[src/rtl/wb_scoreboard.sv]
// Pending-write scoreboard for the scalar and vector register files: stalls decode on
// RAW/WAW/FULL hazards for long-latency writes. Optional checker: define WB_SCOREBOARD_CHECK_EN.
module wb_scoreboard #(
    parameter int SREG_NUM        = 32,
    parameter int VREG_NUM        = 16,
    parameter int MAX_OUTSTANDING = 4,
    localparam int CW             = $clog2(MAX_OUTSTANDING + 1),
    localparam int SAW            = $clog2(SREG_NUM),
    localparam int VAW            = $clog2(VREG_NUM)
) (
    input  logic           clk,
    input  logic           rst,
    input  logic           DE_issue,
    input  logic [SAW-1:0] DE_S1_address,
    input  logic [SAW-1:0] DE_S2_address,
    input  logic [VAW-1:0] DE_V1_address,
    input  logic [VAW-1:0] DE_V2_address,
    input  logic [3:0]     DE_src_used,
    input  logic           DE_Swb_en,
    input  logic [SAW-1:0] DE_Swb_address,
    input  logic           DE_Vwb_en,
    input  logic [VAW-1:0] DE_Vwb_address,
    input  logic           DE_long,
    input  logic           MEM_WB_long,
    input  logic           MEM_WB_Swb_en,
    input  logic [SAW-1:0] MEM_WB_Swb_address,
    input  logic           MEM_WB_Vwb_en,
    input  logic [VAW-1:0] MEM_WB_Vwb_address,
    output logic           DE_stall,
    output logic           DE_accept,
    output logic [CW-1:0]  outstanding,
`ifdef WB_SCOREBOARD_CHECK_EN
    output logic           sb_error,
`endif
    output logic           sb_idle
);

    localparam logic [CW-1:0] MAX_CNT = CW'(MAX_OUTSTANDING);

    logic [SREG_NUM-1:0] s_pend, s_clr, s_set, s_eff;
    logic [VREG_NUM-1:0] v_pend, v_clr, v_set, v_eff;
    logic                raw, waw, full, set_go, dec;
    logic [CW-1:0]       cnt_next;

    // Only long-latency completions clear pending bits; ALU results are forwarded.
    always_comb begin
        s_clr = '0;
        v_clr = '0;
        if (MEM_WB_long && MEM_WB_Swb_en) s_clr[MEM_WB_Swb_address] = 1'b1;
        if (MEM_WB_long && MEM_WB_Vwb_en) v_clr[MEM_WB_Vwb_address] = 1'b1;
    end

    // A bit being cleared this cycle is bypassed from writeback, so it never stalls.
    assign s_eff = s_pend & ~s_clr;
    assign v_eff = v_pend & ~v_clr;

    assign raw = (DE_src_used[0] & s_eff[DE_S1_address]) |
                 (DE_src_used[1] & s_eff[DE_S2_address]) |
                 (DE_src_used[2] & v_eff[DE_V1_address]) |
                 (DE_src_used[3] & v_eff[DE_V2_address]);
    assign waw = (DE_Swb_en & s_eff[DE_Swb_address]) |
                 (DE_Vwb_en & v_eff[DE_Vwb_address]);
    assign full = DE_long & (outstanding == MAX_CNT) & ~MEM_WB_long;

    assign DE_stall  = DE_issue & (raw | waw | full);
    assign DE_accept = DE_issue & ~DE_stall;
    assign set_go    = DE_accept & DE_long;
    assign dec       = MEM_WB_long & (outstanding != '0);

    always_comb begin
        s_set = '0;
        v_set = '0;
        if (set_go && DE_Swb_en) s_set[DE_Swb_address] = 1'b1;
        if (set_go && DE_Vwb_en) v_set[DE_Vwb_address] = 1'b1;
    end

    always_comb begin
        cnt_next = outstanding;
        if (set_go && !dec)      cnt_next = outstanding + CW'(1);
        else if (!set_go && dec) cnt_next = outstanding - CW'(1);
    end

    // Set is applied after clear so a same-cycle reissue to the same register wins.
    always_ff @(posedge clk or posedge rst) begin
        if (rst) begin
            s_pend      <= '0;
            v_pend      <= '0;
            outstanding <= '0;
            sb_idle     <= 1'b1;
        end else begin
            s_pend      <= (s_pend & ~s_clr) | s_set;
            v_pend      <= (v_pend & ~v_clr) | v_set;
            outstanding <= cnt_next;
            sb_idle     <= (cnt_next == '0);
        end
    end

`ifdef WB_SCOREBOARD_CHECK_EN
    logic bad_clr, bad_under, bad_set;

    assign bad_clr   = MEM_WB_long & ((MEM_WB_Swb_en & ~s_pend[MEM_WB_Swb_address]) |
                                      (MEM_WB_Vwb_en & ~v_pend[MEM_WB_Vwb_address]));
    assign bad_under = MEM_WB_long & (outstanding == '0);
    assign bad_set   = set_go & (outstanding == MAX_CNT) & ~MEM_WB_long;

    always_ff @(posedge clk or posedge rst) begin
        if (rst)                              sb_error <= 1'b0;
        else if (bad_clr | bad_under | bad_set) sb_error <= 1'b1;
    end

    a_no_bad_clr:   assert property (@(posedge clk) disable iff (rst) !bad_clr);
    a_no_underflow: assert property (@(posedge clk) disable iff (rst) !bad_under);
    a_no_over_set:  assert property (@(posedge clk) disable iff (rst) !bad_set);
`endif

endmodule

[config.mk]
export PLATFORM = sky130hd
export DESIGN_NAME = wb_scoreboard
export DESIGN_NICKNAME = d
export VERILOG_FILES = /design/src/rtl/wb_scoreboard.sv
export SDC_FILE = /design/constraint.sdc
export NUM_CORES = 1
export LEC_CHECK = 0
export BUFFER_PORTS_ARGS = -buffer_cell sky130_fd_sc_hd__buf_2
export CAP_MARGIN = 20
export CORE_AREA = 8 8 135 137
export DETAILED_ROUTE_END_ITERATION = 6
export DIE_AREA = 0 0 143 145
export PLACE_DENSITY_LB_ADDON = 0.25
export SLEW_MARGIN = 20
export SYNTH_ARGS = -nofsm -noshare
export SYNTH_HDL_FRONTEND = slang
export SYNTH_SLANG_ARGS = --single-unit
[constraint.sdc]
create_clock -name clk -period 3.34 [get_ports clk]
set_input_delay 0.334 -clock clk [delete_from_list [all_inputs] [get_ports clk]]
set_output_delay 0.334 -clock clk [all_outputs]
set_load 0.03 [all_outputs]
==> impl_metrics.ini <==
[synthesis]
synthDistinctLibCells = 70
ys_warn_count = 0
yosys.area.top_type_share_pct = 32.2
ys_seq_area_share_pct = 32.9
avgSynthCellArea_sq_um = 8.89
synth-main-ff-cell = dfrtp_1
synth_edf_count = 0
async_flop_share_pct = 100
synth_top_cells_by_area = dfrtp_1 (32%), o21ai_1 (7.6%), mux4_2 (7.4%), mux2i_1 (4.0%), nand2_1 (3.5%)
netlist.top_cell.by_area = dfrtp_1
syn-cell-area_sq_um = 3960
synthCells = 445
syn_nets = 497
synth_seq_cells = 52

[power]
leakage_uw = 0.00208
ir_drop_mv = 0.207
power_uw = 2050
p_per_area_nw_per_um2 = 414

[setup_path]
endpoint_kind = register
crit_required_ns = 3.55
crit_slowest_cell = or4_1
crit_buf_inv = 2
ff2ff_path_depth = 12
worstSetupPathDepth = 12
cp_max_fo = 11
crit_path_start_kind = input port
path_cells = buf_2, nand4_2, o21ai_1, o22ai_1, or4_1, nand4_1, nand4_1, or3_4, nor2_4, buf_4, nand3_2, o21ai_1
cpPeakStageDelay_ns = 0.53
critPathTopFamily = simple AND/OR/NAND/NOR gates
worstPathArrival_ns = 3.31
crit_type = input port to register

[run]
drv_cap = 0

[drt]
postRouteAntennaNets = 0
vias = 4175
wl_per_cell_um = 19.7
viasPerCell = 5.54
routed_wl_um = 14900
drt_iter0_drc = 444
drc_errors = 0
dr.pass1.iters = 5

[die]
die_area_sq_um = 20700
core_area_sq_um = 16200
die_width_um = 143
die_h_um = 145
num_rows = 47
initial_core_util_pct = 24.5
ios = 55

[final_layout]
drive_gt1_share_pct = 26.6
antennaDiodeCount = 0
mostFrequentLayoutCell = o21ai_1
mostFrequentLayoutCells = o21ai_1 (60), buf_2 (54), dfrtp_1 (51)
nNetsFinal = 586
fillerInstances = 1735
syn2layout_area_growth_pct = 25.1

[sta]
finalClockSkew_ns = 0.00769
worst_pin_slew_ns = 0.779
setup_tns_ns = 0
fin_ws_ns = 0.239
final_hold_viol_count = 0
min_period_over_period_pct = 92.9
min_period_ns = 3.10
clock.fmax_mhz = 322
rsz0062_at_grt = no
relSlewSlack_pct = 48.0
drv_slew = 0
setup_viol = 0

[min_path]
worst_hold_path_type = input port to async pin

[global_routing]
overflow = 0
grt_pass1_vias = 4249
grt_max_degree = 36
grt_pass1_wl_um = 23500
antenna_found_initial = 0
track_usage_pct = 14.3

[place]
dp_hpwl_um = 11700
gp_congestion = 0.952
pre_cts_ws_ns = -0.0209
port_buffers = 54

[clocking]
cts_max_level = 2
cts_root_buffer = clkbuf_16
holdBufCountCts = 0
cts_tree = done
clk_pin_slew_ns = 0.07
cts_sinks = 52
clock_latency_ns = 0.29
cts_buffers = 5
cts_max_path_buffers = 2

[outcome]
status = complete, no violations
## synth_stat cells, types with 7 or more instances
| cell | n |
|---|---|
| clkbuf_1 | 18 |
| nor3_1 | 10 |
| a21oi_1 | 7 |
| or3_1 | 8 |
| dfrtp_1 | 51 |
| o22ai_1 | 10 |
| o211ai_1 | 11 |
| nand4_1 | 12 |
| nand2_1 | 37 |
| o21ai_1 | 60 |
| o21ai_0 | 22 |
| o21a_1 | 7 |
| inv_1 | 16 |
| mux2i_1 | 16 |
| a31oi_1 | 7 |
| mux4_2 | 13 |
| nor2_1 | 16 |
| nand3b_1 | 7 |
| nand3_1 | 15 |
## through the flow
stage	utilization, %	hold WS, ns	instance area (sq um)	instances
2_1_floorplan	-	0.470	3960	445
3_3_place_gp	29.6	0.517	4790	747
3_5_place_dp	29.6	0.528	4790	747
4_1_cts	30.6	0.237	4950	754
5_1_grt	30.6	0.256	4950	754
6_report	30.6	0.184	4950	754
## registers in the layout (all words and copies together), names as in the netlist
register	cells
outstanding	3
s_pend	32
sb_idle	1
v_pend	16
## power by group
group          internal, uW  switching (uW)
logic                   297             439
registers               716            56.5
clock network           315             227
## final cells by class
cell class                      count  area [sq um]  area share [%]
Multi-Input combinational cell    355          2510            50.6
Sequential cell                    52          1300            26.3
Timing Repair Buffer              103           651            13.1
Tap cell                          220           275            5.56
Clock buffer                        7           153            3.08
Inverter                           17          63.8            1.29
## per-layer routing
layer,wire (um),vias to the layer above,GRT usage (%)
met5,0,-,0
met4,272,0,3.67
met3,1090,23,2.49
met2,7020,189,23.3
met1,6480,2063,18.9
li1,-,1900,-
## what timing repair did
item / CTS / global route
setup endpoints to repair: 0 / 1
buffers inserted: 0 / 0
gates resized for setup: 0 / 1
## worst paths after layout
path | start | end | slack [ns]
hold / removal | rst | s_pend[13] | 0.18
setup / recovery | MEM_WB_long | s_pend[6] | 0.24
hold reg to reg | s_pend[22] | s_pend[22] | 0.55
max in group asynchronous | rst | s_pend[22] | 2.41
min in group clk | DE_Vwb_address[2] | v_pend[3] | 0.37
setup reg to reg | s_pend[4] | sb_idle | 0.45
## cells by family (layout without fill, tap and decap cells)
| kind of cell | after synthesis | in the layout | share of synthesized area, % |
|---|---|---|---|
| AOI/OAI and AO/OA | 158 | 158 | 24.7 |
| xor gates and xnor gates | 5 | 5 | 1.11 |
| adders and majority gates | 4 | 4 | 1.20 |
| buffers and inverters | 38 | 127 | 3.89 |
| DFF | 52 | 52 | 32.9 |
| muxes | 32 | 32 | 12.3 |
| and+or+nand+nor | 156 | 156 | 23.9 |
No activity file was read; power rests on OpenSTA's default activity.
